## src/rtl/mcs4_pkg.sv

```systemverilog
// Shared MCS-4 timing encodings: subcycle and slot numbering used by every board,
// plus the sequencer state type and counter widths sized for the parameter maxima.
package mcs4_pkg;

  typedef enum logic [2:0] {
    SC_A1 = 3'd0,
    SC_A2 = 3'd1,
    SC_A3 = 3'd2,
    SC_M1 = 3'd3,
    SC_M2 = 3'd4,
    SC_X1 = 3'd5,
    SC_X2 = 3'd6,
    SC_X3 = 3'd7
  } subcycle_e;

  typedef enum logic [1:0] {
    SLOT_S0 = 2'd0,
    SLOT_S1 = 2'd1,
    SLOT_S2 = 2'd2,
    SLOT_S3 = 2'd3
  } slot_e;

  typedef enum logic {
    ST_RUN    = 1'b0,
    ST_HALTED = 1'b1
  } seq_state_e;

  // Divider and power-on-clear counters both have to reach 254.
  localparam int DIV_W = 8;
  localparam int POC_W = 8;

  function automatic logic [7:0] subcycle_onehot(input subcycle_e sc);
    return 8'd1 << sc;
  endfunction

endpackage

```

## src/rtl/timing_gen_phase_gen.sv

```systemverilog
// Slot/divider engine: divides sysclk into four CLK_DIV-long slots per subcycle,
// drives the registered two-phase clocks and flags the last sysclk of a subcycle.
module phase_gen
  import mcs4_pkg::*;
#(
  parameter int CLK_DIV = 4
) (
  input  logic       sysclk,
  input  logic       poc_n,
  input  logic       run,
  input  logic       show,
  output logic       clk1,
  output logic       clk2,
  output logic       sc_end,
  output logic [1:0] slot,
  output logic [1:0] slot_nxt
);

  logic [DIV_W-1:0] div_q;
  logic [DIV_W-1:0] div_nxt;
  slot_e            slot_q;
  slot_e            slot_n;
  logic             div_wrap;

  always_comb begin
    div_wrap = (div_q == DIV_W'(CLK_DIV - 1));
    div_nxt  = div_q;
    slot_n   = slot_q;
    if (run) begin
      if (div_wrap) begin
        div_nxt = '0;
        slot_n  = slot_e'(slot_q + 2'd1);
      end else begin
        div_nxt = div_q + DIV_W'(1);
      end
    end
  end

  assign sc_end   = run && div_wrap && (slot_q == SLOT_S3);
  assign slot     = slot_q;
  assign slot_nxt = slot_n;

  // Clocks are decoded from the slot being entered, so they line up with the counters.
  always_ff @(posedge sysclk or negedge poc_n) begin
    if (!poc_n) begin
      div_q  <= '0;
      slot_q <= SLOT_S0;
      clk1   <= 1'b0;
      clk2   <= 1'b0;
    end else begin
      div_q  <= div_nxt;
      slot_q <= slot_n;
      clk1   <= show && (slot_n == SLOT_S0);
      clk2   <= show && (slot_n == SLOT_S2);
    end
  end

endmodule

```

## src/rtl/timing_gen.sv

```systemverilog
// MCS-4 timing generator: two-phase clocks, one-hot subcycle strobes, sync,
// power-on clear and halt/single-step control of the instruction-cycle sequencer.
module timing_gen
  import mcs4_pkg::*;
#(
  parameter int CLK_DIV    = 4,
  parameter int POC_CYCLES = 8
) (
  input  logic       sysclk,
  input  logic       poc_n,
  input  logic       halt,
  input  logic       step,
  output logic       halted,
  output logic       clk1,
  output logic       clk2,
  output logic       a12,
  output logic       a22,
  output logic       a32,
  output logic       m12,
  output logic       m22,
  output logic       x12,
  output logic       x22,
  output logic       x32,
  output logic       sync,
  output logic       poc,
  output logic       m12_m22_clk1_m11_m12,
  output logic [5:0] dbg_state
);

  logic [1:0]       rel_sync;
  logic             released;
  logic             active_q;
  logic             active_nxt;
  seq_state_e       st_q;
  seq_state_e       st_nxt;
  subcycle_e        sc_q;
  subcycle_e        sc_nxt;
  logic             sc_end;
  logic             cyc_end;
  logic [1:0]       slot;
  logic [1:0]       slot_nxt;
  logic [POC_W-1:0] poc_cnt;
  logic [7:0]       strobe_q;
  logic [7:0]       strobe_nxt;
  logic             mlatch_nxt;

  phase_gen #(
    .CLK_DIV (CLK_DIV)
  ) u_phase (
    .sysclk   (sysclk),
    .poc_n    (poc_n),
    .run      (active_q),
    .show     (active_nxt),
    .clk1     (clk1),
    .clk2     (clk2),
    .sc_end   (sc_end),
    .slot     (slot),
    .slot_nxt (slot_nxt)
  );

  // Reset release is brought into the sysclk domain before the sequencer may start.
  always_ff @(posedge sysclk or negedge poc_n) begin
    if (!poc_n) begin
      rel_sync <= 2'b00;
    end else begin
      rel_sync <= {rel_sync[0], 1'b1};
    end
  end

  assign released = rel_sync[1];
  assign cyc_end  = sc_end && (sc_q == SC_X3);

  always_comb begin
    st_nxt     = st_q;
    active_nxt = 1'b0;
    sc_nxt     = sc_q;
    if (sc_end) begin
      sc_nxt = subcycle_e'(sc_q + 3'd1);
    end
    case (st_q)
      ST_RUN: begin
        active_nxt = released;
        // halt only counts at the instruction-cycle boundary and never during poc.
        if (cyc_end && halt && !poc_q_live()) begin
          st_nxt     = ST_HALTED;
          active_nxt = 1'b0;
        end
      end
      ST_HALTED: begin
        if (step || !halt) begin
          st_nxt     = ST_RUN;
          active_nxt = 1'b1;
        end
      end
      default: begin
        st_nxt     = ST_RUN;
        active_nxt = 1'b0;
      end
    endcase
    strobe_nxt = active_nxt ? subcycle_onehot(sc_nxt) : 8'd0;
    mlatch_nxt = active_nxt && ((sc_nxt == SC_M1) || (sc_nxt == SC_M2) ||
                                (slot_nxt == SLOT_S0));
  end

  function automatic logic poc_q_live();
    return poc;
  endfunction

  always_ff @(posedge sysclk or negedge poc_n) begin
    if (!poc_n) begin
      st_q                 <= ST_RUN;
      active_q             <= 1'b0;
      sc_q                 <= SC_A1;
      strobe_q             <= 8'd0;
      sync                 <= 1'b0;
      halted               <= 1'b0;
      m12_m22_clk1_m11_m12 <= 1'b0;
    end else begin
      st_q                 <= st_nxt;
      active_q             <= active_nxt;
      sc_q                 <= sc_nxt;
      strobe_q             <= strobe_nxt;
      sync                 <= active_nxt && (sc_nxt == SC_X3);
      halted               <= (st_nxt == ST_HALTED);
      m12_m22_clk1_m11_m12 <= mlatch_nxt;
    end
  end

  // poc drops at the end of the POC_CYCLES-th complete instruction cycle.
  always_ff @(posedge sysclk or negedge poc_n) begin
    if (!poc_n) begin
      poc     <= 1'b1;
      poc_cnt <= '0;
    end else if (poc && cyc_end) begin
      if (poc_cnt == POC_W'(POC_CYCLES - 1)) begin
        poc <= 1'b0;
      end else begin
        poc_cnt <= poc_cnt + POC_W'(1);
      end
    end
  end

  assign a12 = strobe_q[SC_A1];
  assign a22 = strobe_q[SC_A2];
  assign a32 = strobe_q[SC_A3];
  assign m12 = strobe_q[SC_M1];
  assign m22 = strobe_q[SC_M2];
  assign x12 = strobe_q[SC_X1];
  assign x22 = strobe_q[SC_X2];
  assign x32 = strobe_q[SC_X3];

  // Debug view: {sequencer state, subcycle, slot}.
  assign dbg_state = {st_q, sc_q, slot};

endmodule

```

## config.mk

```make
export PLATFORM = sky130hd
export DESIGN_NAME = timing_gen
export DESIGN_NICKNAME = d
export VERILOG_FILES = /design/src/rtl/mcs4_pkg.sv /design/src/rtl/timing_gen_phase_gen.sv /design/src/rtl/timing_gen.sv
export SDC_FILE = /design/constraint.sdc
export NUM_CORES = 1
export LEC_CHECK = 0
export BUFFER_PORTS_ARGS = -buffer_cell sky130_fd_sc_hd__buf_2
export CAP_MARGIN = 0
export CORE_MARGIN = 5
export CORE_UTILIZATION = 24
export CTS_CLUSTER_DIAMETER = 40
export DETAILED_ROUTE_END_ITERATION = 8
export PLACE_DENSITY = 0.37
export SYNTH_ARGS = -nofsm -noshare
export SYNTH_HDL_FRONTEND = slang
export SYNTH_HIERARCHICAL = 1
export SYNTH_SLANG_ARGS = --single-unit
```

## constraint.sdc

```tcl
create_clock -name sysclk -period 2 [get_ports sysclk]
set_clock_uncertainty 0.1 [all_clocks]
set_input_delay 0.4 -clock sysclk [delete_from_list [all_inputs] [get_ports sysclk]]
set_output_delay 0.4 -clock sysclk [all_outputs]
set_load 0.05 [all_outputs]
```

==> results.cfg <==
[run_status]
status = finished, violations left
violations = setup timing

[final_layout]
layout_common_cells = dfrtp_1, buf_4, buf_2, nor2_1, nand2_1
drive_above_1_share = 0.462
area_delta_synth_final_pct = 39.2
postLayoutCoreUtil = 0.347
fin_nets = 218
fin_area_sq_um = 2370
layout_commonest_cell = dfrtp_1
diodes = 0

[cts]
clockBufferDepth = 2
cts_tree = built
clock_sink_count = 37
numCtsBuffers = 5
worstSkewPairLatency_ns = 0.28
clk_pin_slew_ns = 0.07
clockRootBuffer = clkbuf_8
htree_levels = 2

[setup_path]
cp.required_ns = 2.07
r2r-start = u_phase/div_q[1]
r2r_cells = 8
cp-endpoint = u_phase/clk1
start_kind = flip-flop
crit_start = u_phase/div_q[1]
path_max_fanout = 5
timing.rr.end = u_phase/clk1
worst_setup_path_end_kind = flip-flop
crit_arrival_ns = 2.12
critPathKind = reg -> reg
r2r_slack_ns = -0.05

[placed_design]
placed_area_sq_um = 2090
dpl.hpwl_mm = 2.73
io_buffers = 23
gp_congestion = 0.770

[power_and_ir_drop]
power_density_nw_per_um2 = 1010
ir_drop_mv = 0.545
p_leak_nw = 1.18

[die]
die_x_um = 94.2
ios = 24
dieHeight_um = 94.2
rows = 30
start_util = 0.249
die-area_sq_um = 8870
core_sq_um = 6830

[global_route]
grt_antenna_before_repair = 0
grt_pass1_vias = 1281
grt_overflow = 0
grt_pass1_wl_mm = 6.25
grt_start_max_net_pins = 24
grt.total_usage = 0.0906

[logic_synthesis]
synth-edff-count = 0
synth-main-ff-cell = dfrtp_1
syn-cell-area_sq_um = 1700
syn_inst = 152
syn-mean-instance-area_sq_um = 11.2
synth_cell_types = 40
yosysWarnings = 6
synth.net_count = 161
synth_seq_area_share = 0.545
async_flop_share = 1.00
ys_ff_latch = 37

[drt]
drc_errors = 0
routedWlPerCell_um = 12.2
routed_wl_mm = 3.73
avgViaCountPerCell = 4.12
ant_nets = 0
first_pass_iters = 4
initialDrtViolationCount = 29
vias = 1261

[timing]
rsz0062_at_grt = yes
slew_violations = 0
finalCritPeriodShare = 1.03
finalWorstSetupSlack_ns = -0.0518
fmax_ghz = 0.487
fin_crit_ns = 2.05
hold_viol_final = 0
setup_violations = 2

[job]
cap_violations = 0

[worst_hold_path]
hp-class = reg -> reg
[area by class of cell]
cell class | instances | area [sq um]
Tap cell | 96 | 120
Inverter | 5 | 18.8
Multi-Input combinational cell | 106 | 831
Clock inverter | 1 | 5.00
Sequential cell | 37 | 932
Timing Repair Buffer | 54 | 365
Fill cell | 729 | 4460
Clock buffer | 7 | 96.3
[cells in the mapped netlist, types with 2 or more instances]
library cell | instances | area share
ha_1 | 5 | 0.037
xnor2_1 | 5 | 0.026
buf_4 | 2 | 0.0088
a31oi_1 | 4 | 0.015
nand3b_1 | 2 | 0.0088
inv_1 | 5 | 0.011
nand4_1 | 6 | 0.022
or3_1 | 2 | 0.0074
nor4b_4 | 2 | 0.028
nand2b_1 | 3 | 0.011
a21oi_1 | 3 | 0.0088
dfrtp_1 | 36 | 0.53
nor2_1 | 21 | 0.046
nand3_1 | 2 | 0.0059
mux2_4 | 3 | 0.026
nand2_1 | 14 | 0.031
xor2_1 | 8 | 0.041
o21ai_1 | 3 | 0.0088
buf_1 | 2 | 0.0044
nor3_1 | 4 | 0.012
[critical path, stage by stage, from the launching register on]
cell and delay (ns):
dfrtp_1 0.36, ha_2 0.18, nor4b_4 0.22, and3_4 0.25, nor4bb_4 0.20, o21ai_2 0.09
o21a_2 0.15, nor3b_1 0.14, mux2_4 0.25
[flip-flops by register name, indices dropped and copies added (netlist names), 2 cells and up]
name / count
rel_sync: 2
sc_q: 3
poc_cnt: 8
u_phase/div_q: 8
strobe_q: 8
u_phase/slot: 2
[worst min path at each step]
stage                            from     endpoint  slack (ns)  depth (start not counted)
after detailed placement  rel_sync[0]  rel_sync[1]        0.23                          0
final                     rel_sync[0]  rel_sync[1]        0.25                          0
after global routing      rel_sync[0]  rel_sync[1]        0.26                          0
after floorplan                 poc_n     active_q       0.004                          0
after global placement    rel_sync[0]  rel_sync[1]        0.23                          0
after CTS                 rel_sync[0]  rel_sync[1]        0.25                          0
[timing repair]
item	CTS	global route
pin swaps	7	12
hold buffers	1	0
setup buffers	3	5
gates resized for setup	9	16
endpoints found under the setup margin	17	17
cloned	0	0
hold endpoints to repair	14	0
[cell families (layout without fill, tap and decap cells)]
| kind of cell | Yosys count | count (layout) | share of synthesized area |
|---|---|---|---|
| XOR/XNOR | 13 | 13 | 0.0669 |
| adder cells (fa/ha/maj) | 5 | 5 | 0.0368 |
| buffers and inverters | 9 | 67 | 0.0243 |
| AO/OA/AOI/OAI | 15 | 15 | 0.0544 |
| other | 1 | 1 | 0.00220 |
| flip-flops | 37 | 37 | 0.545 |
| AND/OR/NAND/NOR | 67 | 67 | 0.232 |
| multiplexers | 5 | 5 | 0.0390 |
[report_power, final]
part / switching [mW] / total, mW / internal (mW)
clock network: 0.250 / 0.561 / 0.311
logic: 0.526 / 0.891 / 0.365
registers: 0.0729 / 0.936 / 0.863
[stage by stage]
| step | setup TNS [ns] | instances | setup slack, ns | total power, mW | hold slack, ns |
|---|---|---|---|---|---|
| after global placement | -0.724 | 289 | -0.131 | 1.78 | 0.232 |
| after global routing | -1.17 | 306 | -0.174 | 2.55 | 0.256 |
| after floorplan | -0.118 | 152 | -0.118 | 1.48 | 0.00441 |
| final | -0.0620 | 306 | -0.0518 | 2.39 | 0.251 |
| after detailed placement | -1.32 | 289 | -0.199 | 1.78 | 0.235 |
| after CTS | -0.353 | 301 | -0.0877 | 2.39 | 0.252 |
[routing by layer]
metal  wire length, um  vias to the layer above  track usage
li1                  -                      634            -
met1              1820                      608        0.124
met2              1750                       17        0.134
met3               135                        2       0.0304
met4                22                        0       0.0289
met5                 0                        -            0
Power figures use the tool's default switching activity.
